===== config.mk =====
export PLATFORM = sky130hd
export DESIGN_NAME = xpmwrap_dpdistram_rd_streamer
export DESIGN_NICKNAME = d
export VERILOG_FILES = /design/src/rtl/xpmwrap_pkg.sv /design/src/rtl/xpmwrap_sync_fifo.sv /design/src/rtl/xpmwrap_dpdistram_rd_streamer.sv
export SDC_FILE = /design/constraint.sdc
export NUM_CORES = 1
export LEC_CHECK = 0
export CAP_MARGIN = 20
export CORE_ASPECT_RATIO = 1.5
export CORE_MARGIN = 3
export CORE_UTILIZATION = 40
export DETAILED_ROUTE_END_ITERATION = 8
export SYNTH_ARGS = -nofsm -noshare
export SYNTH_HDL_FRONTEND = slang
export SYNTH_SLANG_ARGS = --single-unit

===== constraint.sdc =====
create_clock -name clka -period 6 [get_ports clka]
set_clock_uncertainty 0.2 [all_clocks]
set_input_delay 1.2 -clock clka [delete_from_list [all_inputs] [get_ports clka]]
set_output_delay 1.2 -clock clka [all_outputs]
set_load 0.05 [all_outputs]

===== src/rtl/xpmwrap_pkg.sv =====
// Shared types and sizing helpers for the distributed-RAM read streamer.
package xpmwrap_pkg;

    typedef enum logic [1:0] {
        IDLE  = 2'd0,
        RUN   = 2'd1,
        DRAIN = 2'd2
    } rd_state_t;

    // Bits needed to hold a count in 0..n inclusive.
    function automatic int unsigned cnt_width(input int unsigned n);
        return (n < 1) ? 1 : $clog2(n + 1);
    endfunction

    // Bits needed to index n entries.
    function automatic int unsigned ptr_width(input int unsigned n);
        return (n < 2) ? 1 : $clog2(n);
    endfunction

endpackage


===== src/rtl/xpmwrap_sync_fifo.sv =====
// Register-based synchronous FIFO, first-word-fall-through; DEPTH must be a power of two.
module xpmwrap_sync_fifo
    import xpmwrap_pkg::*;
#(
    parameter int DEPTH = 4,
    parameter int WIDTH = 8
) (
    input  logic                         clk_i,
    input  logic                         rst_i,
    input  logic                         push_i,
    input  logic [WIDTH-1:0]             din_i,
    input  logic                         pop_i,
    output logic [WIDTH-1:0]             dout_o,
    output logic [cnt_width(DEPTH)-1:0]  count_o,
    output logic                         empty_o,
    output logic                         full_o
);

    localparam int PW = ptr_width(DEPTH);
    localparam int CW = cnt_width(DEPTH);

    logic [WIDTH-1:0] mem_q [DEPTH];
    logic [PW-1:0]    wr_ptr_q, wr_ptr_d;
    logic [PW-1:0]    rd_ptr_q, rd_ptr_d;
    logic [CW-1:0]    count_q, count_d;
    logic             do_push, do_pop;

    assign empty_o = (count_q == '0);
    assign full_o  = (count_q == CW'(DEPTH));
    assign count_o = count_q;
    assign dout_o  = mem_q[rd_ptr_q];
    assign do_push = push_i && !full_o;
    assign do_pop  = pop_i && !empty_o;

    // Next-state for pointers and occupancy.
    always_comb begin
        wr_ptr_d = wr_ptr_q;
        rd_ptr_d = rd_ptr_q;
        count_d  = count_q;
        if (do_push) wr_ptr_d = wr_ptr_q + 1'b1;
        if (do_pop)  rd_ptr_d = rd_ptr_q + 1'b1;
        case ({do_push, do_pop})
            2'b10:   count_d = count_q + 1'b1;
            2'b01:   count_d = count_q - 1'b1;
            default: count_d = count_q;
        endcase
    end

    // Storage and pointer registers; storage is cleared so the head word reads 0 after reset.
    always_ff @(posedge clk_i or posedge rst_i) begin
        if (rst_i) begin
            mem_q    <= '{default: '0};
            wr_ptr_q <= '0;
            rd_ptr_q <= '0;
            count_q  <= '0;
        end else begin
            if (do_push) mem_q[wr_ptr_q] <= din_i;
            wr_ptr_q <= wr_ptr_d;
            rd_ptr_q <= rd_ptr_d;
            count_q  <= count_d;
        end
    end

endmodule


===== src/rtl/xpmwrap_dpdistram_rd_streamer.sv =====
// Port-B read sequencer: turns (addr, len) commands into one read per cycle and
// re-times the RAM's fixed-latency data into a back-pressured valid/ready stream.
module xpmwrap_dpdistram_rd_streamer
    import xpmwrap_pkg::*;
#(
    parameter int ADDR_WIDTH   = 6,
    parameter int DATA_WIDTH   = 32,
    parameter int READ_LATENCY = 2,
    parameter int FIFO_DEPTH   = 4
) (
    input  logic                  clka,
    input  logic                  rsta,
    input  logic                  cmd_valid,
    output logic                  cmd_ready,
    input  logic [ADDR_WIDTH-1:0] cmd_addr,
    input  logic [ADDR_WIDTH:0]   cmd_len,
    output logic [ADDR_WIDTH-1:0] ram_addrb,
    output logic                  ram_enb,
    output logic                  ram_regceb,
    input  logic [DATA_WIDTH-1:0] ram_doutb,
    output logic [DATA_WIDTH-1:0] m_tdata,
    output logic                  m_tvalid,
    input  logic                  m_tready,
    output logic                  m_tlast,
    output logic                  busy,
    output logic                  done
);

    localparam int CW = cnt_width(FIFO_DEPTH);
    localparam logic [CW:0] DEPTH_L = (CW + 1)'(FIFO_DEPTH);

    rd_state_t             state_q, state_d;
    logic [ADDR_WIDTH-1:0] addr_q, addr_d;
    logic [ADDR_WIDTH:0]   rem_q, rem_d;
    logic [ADDR_WIDTH-1:0] addrb_q;
    logic                  enb_q, last_q;
    logic [CW-1:0]         inflight_q, inflight_d;
    logic                  done_q, done_d;

    logic [READ_LATENCY-1:0] pipe_vld_q, pipe_last_q;
    logic [READ_LATENCY:0]   vld_chain, last_chain;

    logic                  issue, issue_last;
    logic [ADDR_WIDTH-1:0] issue_addr;
    logic                  credit_ok;
    logic [CW:0]           occ;

    logic                  push;
    logic                  pop;
    logic [DATA_WIDTH:0]   fifo_dout;
    logic [CW-1:0]         fifo_count;
    logic                  fifo_empty, fifo_full;

    // The read issued this cycle (enb_q) is stage 0; the chain end lines up with ram_doutb.
    assign vld_chain  = {pipe_vld_q, enb_q};
    assign last_chain = {pipe_last_q, last_q};
    assign push       = vld_chain[READ_LATENCY];

    // Credit uses registered counts only; every issued-but-unpushed read is in inflight_q.
    assign occ       = {1'b0, inflight_q} + {1'b0, fifo_count};
    assign credit_ok = (occ < DEPTH_L) && !fifo_full;

    assign cmd_ready  = (state_q == IDLE);
    assign busy       = (state_q != IDLE);
    assign done       = done_q;
    assign ram_addrb  = addrb_q;
    assign ram_enb    = enb_q;
    assign ram_regceb = 1'b1;

    assign m_tvalid = !fifo_empty;
    assign m_tdata  = fifo_dout[DATA_WIDTH-1:0];
    assign m_tlast  = !fifo_empty && fifo_dout[DATA_WIDTH];
    assign pop      = m_tvalid && m_tready;

    // Command FSM and read-issue decision.
    always_comb begin
        state_d    = state_q;
        addr_d     = addr_q;
        rem_d      = rem_q;
        issue      = 1'b0;
        issue_last = 1'b0;
        issue_addr = addr_q;
        done_d     = 1'b0;
        case (state_q)
            IDLE: begin
                if (cmd_valid) begin
                    if (cmd_len == '0) begin
                        done_d = 1'b1;
                    end else begin
                        // Pipeline and FIFO are empty here, so the first read needs no credit test.
                        issue      = 1'b1;
                        issue_addr = cmd_addr;
                        issue_last = (cmd_len == (ADDR_WIDTH + 1)'(1));
                        addr_d     = cmd_addr + 1'b1;
                        rem_d      = cmd_len - 1'b1;
                        state_d    = issue_last ? DRAIN : RUN;
                    end
                end
            end
            RUN: begin
                if (credit_ok) begin
                    issue      = 1'b1;
                    issue_last = (rem_q == (ADDR_WIDTH + 1)'(1));
                    addr_d     = addr_q + 1'b1;
                    rem_d      = rem_q - 1'b1;
                    if (issue_last) state_d = DRAIN;
                end
            end
            DRAIN: begin
                if (pop && m_tlast) begin
                    state_d = IDLE;
                    done_d  = 1'b1;
                end
            end
            default: state_d = IDLE;
        endcase
    end

    // Occupancy of the latency pipeline.
    always_comb begin
        case ({issue, push})
            2'b10:   inflight_d = inflight_q + 1'b1;
            2'b01:   inflight_d = inflight_q - 1'b1;
            default: inflight_d = inflight_q;
        endcase
    end

    // FSM, counters, registered RAM controls and latency pipeline.
    always_ff @(posedge clka or posedge rsta) begin
        if (rsta) begin
            state_q     <= IDLE;
            addr_q      <= '0;
            rem_q       <= '0;
            addrb_q     <= '0;
            enb_q       <= 1'b0;
            last_q      <= 1'b0;
            inflight_q  <= '0;
            done_q      <= 1'b0;
            pipe_vld_q  <= '0;
            pipe_last_q <= '0;
        end else begin
            state_q     <= state_d;
            addr_q      <= addr_d;
            rem_q       <= rem_d;
            if (issue) addrb_q <= issue_addr;
            enb_q       <= issue;
            last_q      <= issue && issue_last;
            inflight_q  <= inflight_d;
            done_q      <= done_d;
            pipe_vld_q  <= vld_chain[READ_LATENCY-1:0];
            pipe_last_q <= last_chain[READ_LATENCY-1:0];
        end
    end

    xpmwrap_sync_fifo #(
        .DEPTH (FIFO_DEPTH),
        .WIDTH (DATA_WIDTH + 1)
    ) u_fifo (
        .clk_i   (clka),
        .rst_i   (rsta),
        .push_i  (push),
        .din_i   ({last_chain[READ_LATENCY], ram_doutb}),
        .pop_i   (pop),
        .dout_o  (fifo_dout),
        .count_o (fifo_count),
        .empty_o (fifo_empty),
        .full_o  (fifo_full)
    );

endmodule

* After elaboration in Yosys (flattened, before gate mapping) *
Index checks and enable logic that the tools add are counted.

storage, ports and cells
  bits in registers = 170
  bits of input ports = 49
  word-level logic and storage cells = 105

operators by class
  bitwise gates (word level) = 2
  multiplexer cells = 38
  eq/ne operators = 14
  magnitude comparators = 4
  add/subtract/negate cells = 11
  reduce and logical (&&, ||, !) cells = 19

operators with widths
  kind                                                                    number
  132-bit bitwise mux                                                     1
  33-bit two-way mux                                                      3
  33-bit binary-select mux with 2-bit select                              1
  33-bit demux with 2-bit select                                          1
  6-bit two-way mux                                                       6
  7-bit two-way mux                                                       3
  7-bit by 1-bit equality test with 1-bit output (second input constant)  2
  7-bit case mux with 2 select lines                                      1
  7-bit by 1-bit subtractor with 7-bit output (second input constant)     2
  6-bit by 1-bit adder with 6-bit output (second input constant)          2
  2-bit two-way mux                                                       6
  3-bit case mux with 2 select lines                                      2
  6-bit case mux with 2 select lines                                      1
  2-bit inequality test (second input constant)                           5
  1-bit two-way mux                                                       9
  1-bit logical AND                                                       8
  2-bit nonzero test                                                      4
  7-bit logical NOT                                                       1
  3-bit by 1-bit adder with 3-bit output (second input constant)          2
  2-bit by 1-bit equality test with 1-bit output (second input constant)  3
  2-bit equality test (second input constant)                             3
  3-bit >= comparator (second input constant)                             2
  2-bit NOT with 3-bit output                                             2
  1-bit case mux with 2 select lines                                      3
  other kinds (12)                                                        15

* Depth between registers and ports, before layout *
  depth after elaboration = 8
  gate-level depth with buffers = 13

* Cells and area by module *
Synthesis repeated with hierarchy kept, for this count alone.

unflattened totals
  cell total of the unflattened synthesis = 561
  area total of the unflattened synthesis = 8509.4 um^2

modules (own cells, without submodules)
  module                         times used  seq. area each (um^2)  area an instance (um^2)  cells an instance
  xpmwrap_sync_fifo              1           3478.3                 6613.8                   358
  xpmwrap_dpdistram_rd_streamer  1           775.7                  1895.6                   203

* Least setup slack after synthesis *
Ideal clock, no wire load.

  kind = in2reg
  start = in cmd_len[5]
  end = reg inflight_q[2]
  stages = 11
  data required time = 5.721 ns
  data arrival time = 3.442 ns
  path buffers = 2
  library setup time = 0.079 ns
  path slack = 2.279 ns
  cells stage by stage = or4_4 -> o311ai_4 -> and2_1 -> buf_4 -> buf_2 -> ha_1 -> inv_1 -> fa_1 -> xor2_1 -> nor2_1 -> xor2_1

on the way
  cells in the longest elaborated chain, start to end = 6

ends and longest elaborated chain
  what                                                                                   line                                  source
  from (decl)                                                                            xpmwrap_dpdistram_rd_streamer.sv:16   input logic [ADDR_WIDTH:0] cmd_len,
  7-bit logical NOT *                                                                    xpmwrap_dpdistram_rd_streamer.sv:87   if (cmd_len == '0) begin
  1-bit two-way mux *                                                                    xpmwrap_dpdistram_rd_streamer.sv:87
  1-bit two-way mux *                                                                    xpmwrap_dpdistram_rd_streamer.sv:86   if (cmd_valid) begin
  1-bit case mux with 2 select lines *                                                   xpmwrap_dpdistram_rd_streamer.sv:84   case (state_q)
  2-bit by 1-bit equality test with 1-bit output or 2-bit equality test (tied branches)  xpmwrap_dpdistram_rd_streamer.sv:121  case ({issue, push})
  3-bit case mux with 2 select lines or 2-bit nonzero test (tied branches)               n/a
  to (signal assigned)                                                                   xpmwrap_dpdistram_rd_streamer.sv:148  inflight_q <= inflight_d;
  to (decl)                                                                              xpmwrap_dpdistram_rd_streamer.sv:37   logic [CW-1:0] inflight_q, inflight_d;

Mark *: on every way between the ends. The rest lies on a longest branch, timed or not.
A chain may end at the register's enable or synchronous reset.

* Worst setup path in the final report *
  start = reg u_fifo.rd_ptr_q[0]
  end = out m_tdata[26]

on the way
  cells in the longest elaborated chain, start to end = 4

ends and longest elaborated chain
  what                                                   line                                 source
  from (decl)                                            xpmwrap_sync_fifo.sv:24              logic [PW-1:0] rd_ptr_q, rd_ptr_d;
  from (signal assigned)                                 xpmwrap_sync_fifo.sv:59              rd_ptr_q <= rd_ptr_d;
  2-bit NOT with 3-bit output (not written as such)      xpmwrap_sync_fifo.sv:31              assign dout_o = mem_q[rd_ptr_q];
  33-bit binary-select mux with 2-bit select             xpmwrap_sync_fifo.sv:31
  33-bit two-way mux (not written as such) (2 in a row)  xpmwrap_sync_fifo.sv:31
  to (decl)                                              xpmwrap_dpdistram_rd_streamer.sv:21  output logic [DATA_WIDTH-1:0] m_tdata,

No other way between the ends. The select of a mux whose other input is x is not followed.

==> out/qor.csv <==
stage,metric,value,unit
run_status,status,"finished, final reports clean",
synthesis,ys flop type,dfrtp_1,
synthesis,mapped cell area,0.00796,sq mm
routing,drt first pass iters,4,
sta,post-layout min period,4.42,ns
power_and_ir_drop,switching power,2.58,mW
sta,Slew @ Worst Pin,1.01,ns
sta,Fmax achieved,226,MHz
power_and_ir_drop,Peak supply drop,0.000365,V
worst_setup_path,worst endpoint required time,4.60,ns
floorplan,total core area,0.0193,sq mm
floorplan,Initial Utilization,0.412,
routing,Routed WL,16400,um
synthesis,Post-Synthesis Cells,562,
cells_and_area,Ant. Diodes,0,
synthesis,Syn Area/Cell,14.2,sq um
cells_and_area,Final Non-Filler Cells,915,
min_path,worst hold path class,flop to flop,
clocking,Clock Latency Late Sink,0.42,ns
clocking,clock sink count,170,
cells_and_area,Area Growth Syn to Fin,22.0,%
power_and_ir_drop,power density cells,670,mW/mm^2
clocking,post-CTS sizing,0,
synthesis,total nets after synthesis,627,
worst_setup_path,crit path cell chain,buf_4 > mux4_2 > clkdlybuf4s50_1,
synthesis,Post-synth EDFFs,0,
synthesis,Yosys warnings,0,
cells_and_area,Layout Nets,711,
placed_design,dpl ws,1.42,ns
routing,vias,4807,
clocking,Post-CTS Hold Buffers,0,
synthesis,Async SR Flop Fraction,1.00,
cells_and_area,layout cells sized above 1,0.322,
floorplan,num rows,62,
cells_and_area,Final Cell Area,0.00970,sq mm
flow_run,Max Cap Violations,0,
clocking,H-tree levels,4,
synthesis,sequential area share after synthesis,0.535,
clocking,CTS Root Cell,clkbuf_16,
clocking,TritonCTS clock tree,done,
placed_design,hpwl dp,10500,um
placed_design,placed cells,883,
synthesis,Netlist cell types,46,
worst_setup_path,crit path kind,flop to output pin,
routing,DRC viols,0,
global_routing,GRT Residual Overflow,0,
sta,# setup viols final,0,
worst_setup_path,Critical Path Source Type,flop,
power_and_ir_drop,Static Leak,4.09,nW
routing,initial drt markers,266,
placed_design,dpl cell area,0.00905,sq mm
power_and_ir_drop,Logic pwr share,0.491,
floorplan,IO Pins,94,
global_routing,largest net degree at the start of global routing,171,
sta,TNS Setup,0,ns
placed_design,Port Buffers,92,
power_and_ir_drop,clock share of power,0.183,
sta,RSZ-0062 raised after global routing,no,
clocking,Post-CTS Setup Repair Bufs,0,
routing,Antenna Violating Nets Remaining,0,
sta,final hold vios,0,
clocking,clock transition at the registers of the reported paths,0.06,ns
floorplan,Die X,121,um
synthesis,register bit total from synthesis,170,
global_routing,gr usage total,0.161,
power_and_ir_drop,Flop pwr share,0.326,
global_routing,vias in the first global route,5166,
clocking,CTS Buffer Depth,2,
worst_setup_path,CP max stage cell,dfrtp_2,
power_and_ir_drop,P_int,3.92,mW
worst_setup_path,Worst Setup End Kind,output pin,
placed_design,placer's final routability congestion estimate,0.746,
global_routing,initial antenna violation count,0,
clocking,clock buffer count from CTS,17,
routing,Vias/cell,5.25,
floorplan,Die Footprint,0.0217,sq mm
cells_and_area,filler cell count,1649,
power_and_ir_drop,Switching Fraction,0.397,
sta,relative max-transition margin,0.322,
worst_setup_path,crit path max fanout,21,
global_routing,first-pass GRT wire length,27000,um
sta,"Slew Viols, Final",0,
sta,Final period util,0.737,
worst_setup_path,"Largest stage delay, worst path",0.85,ns
floorplan,die span in y,179,um
routing,Avg WL per Cell,17.9,um
worst_setup_path,Critical Path AT,3.02,ns
sta,fin worst setup slack,1.58,ns
==> metrics by stage <==
step,total power [mW],hold slack (ns),util
floorplan,4.48,0.131,-
global placement,5.27,0.132,0.469
detailed placement,5.38,0.136,0.469
CTS,6.59,0.150,0.502
global route,6.90,0.157,0.502
finish,6.50,0.148,0.502
==> registers in the layout, indices dropped and copies added (netlist names) <==
signal	cells
ram_enb	1
u_fifo.mem_q	132
addr_q	6
ram_addrb	6
u_fifo.count_o	3
state_q	2
pipe_last_q	2
u_fifo.rd_ptr_q	2
rem_q	7
pipe_vld_q	2
last_q	1
u_fifo.wr_ptr_q	2
inflight_q	3
done	1
==> cell usage after synthesis, types with 10 or more instances <==
cell type  instances  area [sq um]
dfrtp_1          170          4250
mux2_2           133          1500
mux4_2            33           743
nand2_1           25          93.8
nor2_1            22          82.6
inv_1             16          60.1
o21ai_0           16          80.1
a21oi_1           15          75.1
buf_4             14           105
ha_1              14           175
mux2i_1           12           120
nand3_1           10          50.1
==> power by group through the flow <==
stage | logic, mW | clock network [mW] | registers (mW)
after global placement | 3.17 | 0 | 2.10
after detailed placement | 3.24 | 0 | 2.14
after CTS | 3.24 | 1.22 | 2.12
after global routing | 3.43 | 1.27 | 2.20
after floorplan | 2.47 | 0 | 2.02
final | 3.19 | 1.19 | 2.12
==> worst max-delay path: cells and delay by family (launching register included) <==
| kind | cells | cell delay (ns) |
|---|---|---|
| muxes | 1 | 0.56 |
| DFF | 1 | 0.85 |
| buffers and inverters | 2 | 1.17 |
==> final timing paths <==
path	startpoint	end	slack, ns	cells after the start
max reg2reg	u_fifo.count_o[0]$_DFFE_PP0P_	inflight_q[2]$_DFFE_PP0P_	3.08	10
min	last_q$_DFF_PP0_	pipe_last_q[0]$_DFF_PP0_	0.15	0
max	u_fifo.rd_ptr_q[0]$_DFFE_PP0P_	m_tdata[26]	1.58	3
min in group asynchronous	rsta	u_fifo.mem_q[106]$_DFFE_PP0P_	1.15	3
min reg2reg	last_q$_DFF_PP0_	pipe_last_q[0]$_DFF_PP0_	0.15	0
max in group asynchronous	rsta	addr_q[2]$_DFFE_PP0P_	3.70	3
==> cells in the final DEF, fill, tap and decap left out, drive strengths merged, types with 3 or more instances in the layout <==
| cell type | n |
|---|---|
| nor2 | 22 |
| inv | 17 |
| nor3 | 4 |
| and2 | 6 |
| mux4 | 33 |
| buf | 4 |
| dfrtp | 170 |
| xor2 | 9 |
| xnor2 | 5 |
| and3 | 3 |
| clkinvlp | 3 |
| clkdlybuf4s50 | 92 |
| bufinv | 4 |
| nand2 | 29 |
| nand3 | 10 |
| o311ai | 3 |
| o21ai | 17 |
| mux2 | 133 |
| a21oi | 15 |
| clkbuf | 23 |
| mux2i | 12 |
| nor3b | 4 |
| ha | 14 |
==> cell type report <==
cell class	instances	area, sq um	area share
clock inverters	9	160	0.0165
clock buffers	23	488	0.0503
inverters	17	67.6	0.00696
repair buffers	96	963	0.0993
multi-input cells	344	3450	0.355
flip-flops and latches	170	4260	0.439
well taps	256	320	0.0330
==> logic make-up after synthesis <==
kind of cell / count (synthesis) / share of synthesized area
adder cells (fa/ha/maj): 16 / 0.0271
XOR/XNOR: 14 / 0.0154
AND/OR/NAND/NOR: 88 / 0.0552
buffers and inverters: 48 / 0.0321
AO/OA/AOI/OAI: 47 / 0.0382
multiplexers: 178 / 0.297
flip-flops: 170 / 0.535
other: 1 / 0.000471
==> metal layers <==
layer,global-route usage,vias up,part of all wire
met4,0.0509,0,0.013
met5,0,-,0
met2,0.286,91,0.54
met1,0.191,2496,0.41
li1,-,2205,-
met3,0.0410,15,0.035
Power figures use the tool's default switching activity.
==> edit (config.mk and constraints unchanged) <==
`FIFO_DEPTH`: 4 -> 8.
--- a/src/rtl/xpmwrap_dpdistram_rd_streamer.sv
+++ b/src/rtl/xpmwrap_dpdistram_rd_streamer.sv
@@ -6,7 +6,7 @@
     parameter int ADDR_WIDTH   = 6,
     parameter int DATA_WIDTH   = 32,
     parameter int READ_LATENCY = 2,
-    parameter int FIFO_DEPTH   = 4
+    parameter int FIFO_DEPTH   = 8
 ) (
     input  logic                  clka,
     input  logic                  rsta,
Function: changed (Yosys sat finds a counterexample within 10 cycles, from zero or initial values and one cycle with rsta high).
==> edit against the unedited design <==
  * Count of clock-buffer cells in the layout is 19 higher
  * Synthesized area is 86% higher
  * Critical endpoint is now m_tdata[17]
  * Sequential cell count rose by 136
  * Wire length increased by 92%
  * Worst setup slack got worse by 0.32 ns
  * Global-route usage rose by 0.19 points
  * Sequential share of layout area up 0.66 points
  * Power increased by 73%
  * Final area up 77%
  * Hold slack about the same
==> edit: results (changes against the unedited design) <==
Status
  – Outcome: complete, no violations (unchanged)

Logic synthesis
  – Predominant post-synthesis flop cell: dfrtp_1 (unchanged)
  – Gate Count Post-Synth: 950 (was 562)
  – Largest cells by area after synthesis: dfrtp_1 52%, mux2_2 13%, mux4_2 10% (was dfrtp_1 53%, mux2_2 19%, mux4_2 9.3%)
  – Commonest cells post-synth: 306 x dfrtp_1, 176 x mux2_2, 90 x mux2_4 (was 170 x dfrtp_1, 133 x mux2_2, 33 x mux4_2)
  – Mapped Nets: 1018 (was 627)
  – Sequential area share after synthesis: 51.7% (was 53.5%)
  – YS warnings: 0 (unchanged)
  – Async SR Flop Fraction: 100% (unchanged)
  – Synth cell types: 59 (was 46)

Power and ir drop
  – Maximum VDD drop: 0.000414 V (was 0.000365 V)
  – LEAKAGE: 7.30 nW (was 4.09 nW)
  – Sw Ratio: 36.6% (was 39.7%)

Worst setup path
  – Slowest cell delay on critical path: 0.73 ns (was 0.85 ns)
  – Critical path data arrival time: 3.34 ns (was 3.02 ns)
  – Worst-path maximum fanout: 22 (was 21)
  – Slowest CP cell: dfrtp_4 (was dfrtp_2)

Clock network
  – Max clock buf depth: 3 (was 2)
  – CTS Buf Count: 31 (was 17)
  – Worst skew pair latency: 0.57 ns (was 0.42 ns)
  – # resized after CTS: 0 (unchanged)
  – Clock transition at the registers of the reported paths: 0.06 ns (about the same)
  – CTS root buf: clkbuf_16 (unchanged)
  – H-tree level count: 1 (was 4)
  – Post-CTS Setup Bufs: 0 (unchanged)

Routing
  – DRT antenna net count: 0 (unchanged)
  – TritonRoute pass-1 iters: 4 (unchanged)
  – WL/cell: 20.5 um (was 17.9 um)
  – DR vias: 8093 (was 4807)
  – Iter 0 DRT Violations: 294 (was 266)

Place
  – HPWL after DPL: 18500 um (was 10500 um)
  – Pre-CTS WS: 1.46 ns (was 1.42 ns)
  – DP Area: 0.0161 mm2 (was 0.00905 mm2)
  – I/O Buffers: 92 (unchanged)
  – RePlAce Congestion: 0.758 (was 0.746)

Final layout
  – Layout cell share with drive strength beyond 1: 40.3% (was 32.2%)
  – Diodes inserted: 0 (unchanged)
  – Biggest regs: u_fifo.mem_q x264, rem_q x7 (was u_fifo.mem_q x132, rem_q x7)
  – Finished Layout Cells: 1539 (was 915)
  – Nets@finish: 1104 (was 711)
  – Filler cell count: 3101 (was 1649)

Global routing
  – Largest net degree at the start of global routing: 186 (was 171)
  – Total track usage: 16.3% (was 16.1%)
  – First-pass GRT wire length: 51300 um (was 27000 um)
  – Vias in the first global route: 9001 (was 5166)
  – Initial antenna violation count: 0 (unchanged)

Hold path
  – Worst Hold Class: reg2reg (unchanged)

STA
  – Worst-margin pin slew: 1.05 ns (was 1.01 ns)
## edit: critical path: cells and delay by family, from the launching register on
kind / cells / cell delay, ns
DFF: 1 / 0.73
buffers and inverters: 2 / 1.18
muxes: 2 / 0.84
## edit: layout make-up
cell class              instances  area share [%]
repair buffers                109            6.24
flip-flops and latches        306            44.5
clock inverters                16            1.50
inverters                      17           0.465
clock buffers                  42            5.21
well taps                     478            3.48
multi-input cells             571            38.6
## edit: layer usage
| layer | vias to the layer above | global-route usage, % | wire length, um |
|---|---|---|---|
| met4 | 0 | 4.16 | 663 |
| li1 | 3670 | - | - |
| met2 | 122 | 28.3 | 16300 |
| met1 | 4256 | 21.4 | 13600 |
| met5 | - | 0 | 0 |
| met3 | 45 | 2.38 | 1010 |
## edit: kinds of logic (layout without fill, tap and decap cells)
family	Yosys count	in the layout	synth area share [%]
muxes	371	371	35.4
DFF	306	306	51.7
and+or+nand+nor	104	104	3.93
buffers and inverters	73	184	3.45
AOI/OAI and AO/OA	57	57	2.61
adders and majority gates	19	19	1.71
xor gates and xnor gates	19	19	1.12
other	1	1	0.0253
## edit: path summary, 6_finish.rpt
| path | slack, ns | startpoint | cells past startpoint | endpoint |
|---|---|---|---|---|
| setup / recovery | 1.26 | u_fifo.rd_ptr_q[0]$_DFFE_PP0P_ | 4 | m_tdata[17] |
| hold / removal | 0.15 | pipe_last_q[0]$_DFF_PP0_ | 0 | pipe_last_q[1]$_DFF_PP0_ |
| setup reg to reg | 2.92 | u_fifo.count_o[1]$_DFFE_PP0P_ | 10 | inflight_q[3]$_DFFE_PP0P_ |
| hold reg to reg | 0.15 | pipe_last_q[0]$_DFF_PP0_ | 0 | pipe_last_q[1]$_DFF_PP0_ |
| max in group asynchronous | 3.39 | rsta | 3 | u_fifo.mem_q[249]$_DFFE_PP0P_ |
| min in group asynchronous | 0.82 | rsta | 2 | u_fifo.mem_q[100]$_DFFE_PP0P_ |
## edit: power groups by stage
stage          clock network, mW  registers [mW]  logic, mW
6_report                    2.16            3.75       5.33
4_1_cts                     2.23            3.75       5.42
3_5_place_dp                   0            3.77       5.40
2_1_floorplan                  0            3.53       4.31
5_1_grt                     2.32            3.88       5.72
3_3_place_gp                   0            3.74       5.33
## edit: per-stage QoR
stage | hold WS, ns | util [%]
floorplan | 0.131 | -
global placement | 0.137 | 44.3
detailed placement | 0.135 | 44.3
CTS | 0.149 | 47.5
global route | 0.155 | 47.5
finish | 0.148 | 47.5
